--- src/rtl/core88_pkg.sv ---
// core88_pkg: shared bus-master definitions (address width, default read latency, DMA state encoding)
package core88_pkg;
  localparam int AW = 20;
  localparam int RD_LAT_DEF = 1;
  typedef enum logic [2:0] {IDLE, RD, RDWAIT, WR, DONE} dma_state_t;
endpackage

--- src/rtl/dma88.sv ---
// dma88: byte copy/fill DMA engine for the 20-bit core88 bus
//   clock, reset (async, active-high); locked = bus grant (0 stalls the engine)
//   address/data/wreq = memory write port, bus = read data arriving RD_LAT clocks after address
//   start/mode/src/dst/len/fill = transfer request, latched in IDLE
//   busy/done/count = transfer status, count = bytes remaining
module dma88
  import core88_pkg::*;
#(
  parameter int RD_LAT = RD_LAT_DEF
) (
  input  logic          clock,
  input  logic          reset,
  input  logic          locked,
  output logic [AW-1:0] address,
  input  logic [7:0]    bus,
  output logic [7:0]    data,
  output logic          wreq,
  input  logic          start,
  input  logic          mode,
  input  logic [AW-1:0] src,
  input  logic [AW-1:0] dst,
  input  logic [15:0]   len,
  input  logic [7:0]    fill,
  output logic          busy,
  output logic          done,
  output logic [15:0]   count
);
  localparam logic [1:0] LAT = 2'(RD_LAT);
  dma_state_t state, state_nx;
  logic [AW-1:0] src_cur, dst_cur;
  logic [1:0] lat;
  logic [7:0] byte_r, fill_r;
  logic mode_r;
  // Only the bus-driving states freeze on a lost grant; IDLE and DONE never touch the bus.
  always_comb begin
    state_nx = state;
    case (state)
      IDLE:    state_nx = !start ? IDLE : len == '0 ? DONE : mode ? WR : RD;
      RD:      state_nx = locked ? RDWAIT : RD;
      RDWAIT:  state_nx = locked && lat == 2'd1 ? WR : RDWAIT;
      WR:      state_nx = !locked ? WR : count == 16'd1 ? DONE : mode_r ? WR : RD;
      DONE:    state_nx = IDLE;
      default: state_nx = IDLE;
    endcase
  end
  assign busy    = state == RD || state == RDWAIT || state == WR;
  assign done    = state == DONE;
  assign wreq    = state == WR && locked;
  assign address = state == RD || state == RDWAIT ? src_cur : dst_cur;
  assign data    = mode_r ? fill_r : byte_r;
  // A stall in RDWAIT reloads the latency counter so the captured byte is
  // always RD_LAT granted clocks after the held address.
  always_ff @(posedge clock or posedge reset) begin
    if (reset) begin
      state   <= IDLE;
      src_cur <= '0;
      dst_cur <= '0;
      count   <= '0;
      lat     <= '0;
      byte_r  <= '0;
      fill_r  <= '0;
      mode_r  <= 1'b0;
    end else begin
      state <= state_nx;
      if (state == IDLE && start) begin
        src_cur <= src;
        dst_cur <= dst;
        count   <= len;
        mode_r  <= mode;
        fill_r  <= fill;
      end
      if (state == RD && locked) lat <= LAT;
      if (state == RDWAIT) lat <= locked ? lat - 2'd1 : LAT;
      if (state == RDWAIT && locked && lat == 2'd1) byte_r <= bus;
      if (wreq) begin
        src_cur <= src_cur + AW'(1);
        dst_cur <= dst_cur + AW'(1);
        count   <= count - 16'd1;
      end
    end
  end
endmodule

--- config.mk ---
export PLATFORM = sky130hd
export DESIGN_NAME = dma88
export DESIGN_NICKNAME = d
export VERILOG_FILES = /design/src/rtl/core88_pkg.sv /design/src/rtl/dma88.sv
export SDC_FILE = /design/constraint.sdc
export NUM_CORES = 1
export LEC_CHECK = 0
export CORE_MARGIN = 5
export CORE_UTILIZATION = 35
export CTS_CLUSTER_DIAMETER = 50
export DETAILED_ROUTE_END_ITERATION = 7
export SETUP_SLACK_MARGIN = 0.3
export SLEW_MARGIN = 25
export SYNTH_ARGS = -nofsm -noshare
export SYNTH_HDL_FRONTEND = slang
export SYNTH_SLANG_ARGS = --single-unit
export TNS_END_PERCENT = 50
--- constraint.sdc ---
create_clock -name clock -period 4 [get_ports clock]
set_input_delay 1 -clock clock [delete_from_list [all_inputs] [get_ports clock]]
set_output_delay 1 -clock clock [all_outputs]
set_load 0.005 [all_outputs]
==> impl_metrics.env <==
export IMPL_vias_per_cell=5.61
export IMPL_placed_cell_area_um2=6040
export IMPL_cp_data_required_time_ns=3.00
export IMPL_nets=695
export IMPL_min_period_ns=3.40
export IMPL_die_w_um=125
export IMPL_rsz0062_at_grt="false"
export IMPL_ys_seq_area_share_pct=42.2
export IMPL_cts_root_buf="clkbuf_16"
export IMPL_endpoint_kind="output port"
export IMPL_cp_max_fo=21
export IMPL_status="finished, final reports clean"
export IMPL_coreArea_um2=13100
export IMPL_cp_start_kind="flop"
export IMPL_synth_edf_count=0
export IMPL_ios=124
export IMPL_worst_pin_slew_ns=0.702
export IMPL_areaGrowthSynthToFinish_pct=37.2
export IMPL_fillers=1251
export IMPL_start_util_pct=35.3
export IMPL_drt_iter0_markers=284
export IMPL_port_buffers=123
export IMPL_crit_type="reg2out"
export IMPL_holdBufCountCts=0
export IMPL_ys_ff_latch=78
export IMPL_p_sw_share_pct=37.6
export IMPL_postSynthCellCount=499
export IMPL_path_cells="nand2b_1 -> a21oi_2 -> buf_4 -> mux2_2 -> clkdlybuf4s50_1"
export IMPL_power_frac_clock_pct=18.2
export IMPL_fmax_ghz=0.294
export IMPL_die_h_um=125
export IMPL_synth_fp_nets=581
export IMPL_wl_um=14400
export IMPL_ir_drop_mv=0.358
export IMPL_first_global_vias=4380
export IMPL_skew_ns=0.00506
export IMPL_crit_path_top_delay_cell="dfrtp_1"
export IMPL_final_common_cell="clkdlybuf4s50_1"
export IMPL_antenna_found_initial=0
export IMPL_cts_htree_levels=3
export IMPL_cts_resized=0
export IMPL_p_comb_share_pct=47.2
export IMPL_rows=42
export IMPL_final_setup_tns_ns=0
export IMPL_rrSetupSlack_ns=1.63
export IMPL_wire_per_inst_um=18.1
export IMPL_grt_pass1_wl_um=23300
export IMPL_vias=4445
export IMPL_crit_path_max_incr_delay_ns=0.50
export IMPL_p_per_area_nw_per_um2=751
export IMPL_synth_distinct_cells=59
export IMPL_first_pass_iters=7
export IMPL_synth_ff_type="dfrtp_1"
export IMPL_synth_area_um2=4620
export IMPL_dp_hpwl_um=10300
export IMPL_p_switching_w=0.00179
export IMPL_cts_buffer_depth=2
export IMPL_drc=0
export IMPL_setup_violations=0
export IMPL_final_max_slew_violation_count=0
export IMPL_cts_sinks=78
export IMPL_overflow=0
export IMPL_hold_violations=0
export IMPL_yosysWarnings=0
export IMPL_avgSynthCellArea_um2=9.26
export IMPL_final_cell_mix="clkdlybuf4s50_1, nand2_1, dfrtp_1, mux2_2, nor2_1"
export IMPL_async_reset_ff_share_pct=100
export IMPL_cts_setup_buffers=0
export IMPL_power_frac_seq_pct=34.5
export IMPL_insertion_delay_ns=0.34
export IMPL_n_antenna_cell=0
export IMPL_cts_tree="built"
export IMPL_gr_usage_all_layers_pct=18.2
export IMPL_grt_max_degree=79
export IMPL_post_route_cell_area_um2=6340
export IMPL_hold_slack_ns=0.467
export IMPL_crit_arrival_ns=2.40
export IMPL_layout_drive_gt1_share_pct=12.3
export IMPL_dieArea_um2=15600
export IMPL_relSlewSlack_pct=52.8
export IMPL_hold_path_class="reg2reg"
export IMPL_cts_made_buffers=9
export IMPL_ant_nets=0
export IMPL_gp_congestion=0.856
export IMPL_maxCapViolCount=0
export IMPL_clk_pin_slew_ns=0.06
export IMPL_internal_power_w=0.00297
export IMPL_cellLeakagePower_nw=2.47
export IMPL_post_route_period_util_pct=85.0
## critical path, delay by kind of cell (launching register included)
family                 cells  cell delay (ns)
AND/OR/NAND/NOR            1             0.24
AO/OA/AOI/OAI              1             0.16
buffers and inverters      2             0.76
flip-flops                 1             0.50
multiplexers               1             0.40
## logic make-up (layout without fill, tap and decap cells)
group	count (synthesis)	after routing	synth area share (%)
and+or+nand+nor	229	229	25.5
DFF	78	78	42.2
buffers and inverters	42	160	4.06
adders and majority gates	5	5	1.35
muxes	41	41	9.83
AOI/OAI and AO/OA	104	104	17.0
## cell type report
type | instances | area [µm²] | share of cell area [%]
clock buffers | 11 | 233 | 3.67
clock inverters | 4 | 72.6 | 1.14
inverters | 11 | 42.5 | 0.671
multi-input cells | 379 | 2490 | 39.3
flip-flops and latches | 78 | 1950 | 30.8
well taps | 176 | 220 | 3.47
repair buffers | 134 | 1330 | 20.9
## Yosys cell counts, types with 2 or more instances
master    instances  area share (%)
nand2_1          87             7.1
dfrtp_1          78              42
mux2_2           35             8.5
nor2_1           31             2.5
nand3_1          27             2.9
nor3_1           17             1.8
o211ai_1         17             2.8
o311ai_0         17             3.2
clkbuf_1         15             1.2
nor4_1           15             2.0
buf_2            12             1.3
a21oi_1          11             1.2
inv_1            10            0.81
nand4_1           9             1.2
o21ai_0           8            0.87
a311oi_1          7             1.3
and3_1            7            0.95
or4_1             7             1.1
a22oi_1           6            0.97
mux2i_1           6             1.3
o22ai_1           6            0.81
a211oi_1          5            0.81
and2_1            5            0.68
ha_1              5             1.4
nand2b_1          5            0.68
nand3b_1          4            0.65
a222oi_1          3            0.65
a31o_2            3            0.57
o21a_1            3            0.49
o221ai_1          3            0.57
a221o_1           2            0.43
a31oi_1           2            0.27
and4_1            2            0.38
buf_4             2            0.32
nor4b_2           2            0.65
o31a_1            2            0.38
## sequential cells by signal (all words and copies together) (netlist names)
| name | cells |
|---|---|
| state | 3 |
| fill_r | 8 |
| count | 16 |
| mode_r | 1 |
| dst_cur | 20 |
| src_cur | 20 |
| byte_r | 8 |
| lat | 2 |
## path summary, 6_finish.rpt
check	cells after the start	start	end
setup / recovery	5	state[1]$_DFF_PP0_	address[18]
hold / removal	2	fill_r[5]$_DFFE_PP0P_	fill_r[5]$_DFFE_PP0P_
setup reg to reg	5	state[0]$_DFF_PP0_	dst_cur[14]$_DFFE_PP0P_
hold reg to reg	2	fill_r[5]$_DFFE_PP0P_	fill_r[5]$_DFFE_PP0P_
max in group asynchronous	3	reset	dst_cur[8]$_DFFE_PP0P_
min in group asynchronous	3	reset	count[10]$_DFFE_PP0P_
## per-stage QoR
stage / worst slack [ns] / utilization (%) / std cells / power, W
4_1_cts: 0.586 / 48.5 / 793 / 0.00481
2_1_floorplan: 1.00 / - / 499 / 0.00280
6_report: 0.598 / 48.5 / 793 / 0.00476
3_3_place_gp: 0.636 / 46.1 / 778 / 0.00386
3_5_place_dp: 0.629 / 46.1 / 778 / 0.00391
5_1_grt: 0.492 / 48.5 / 793 / 0.00510
## per-layer routing
metal,global-route usage [%],vias to the layer above,share of wire [%]
met2,29.2,168,46
li1,-,2120,-
met1,24.7,2145,46
met5,0,-,0
met3,4.07,12,6.1
met4,5.87,0,1.4
## power groups by stage
stage | clock network, W | logic (W) | registers [W]
finish | 0.000868 | 0.00225 | 0.00164
global route | 0.000916 | 0.00247 | 0.00171
CTS | 0.000888 | 0.00228 | 0.00164
detailed placement | 0 | 0.00227 | 0.00165
global placement | 0 | 0.00223 | 0.00163
floorplan | 0 | 0.00134 | 0.00146
No activity file was read; power rests on OpenSTA's default activity.
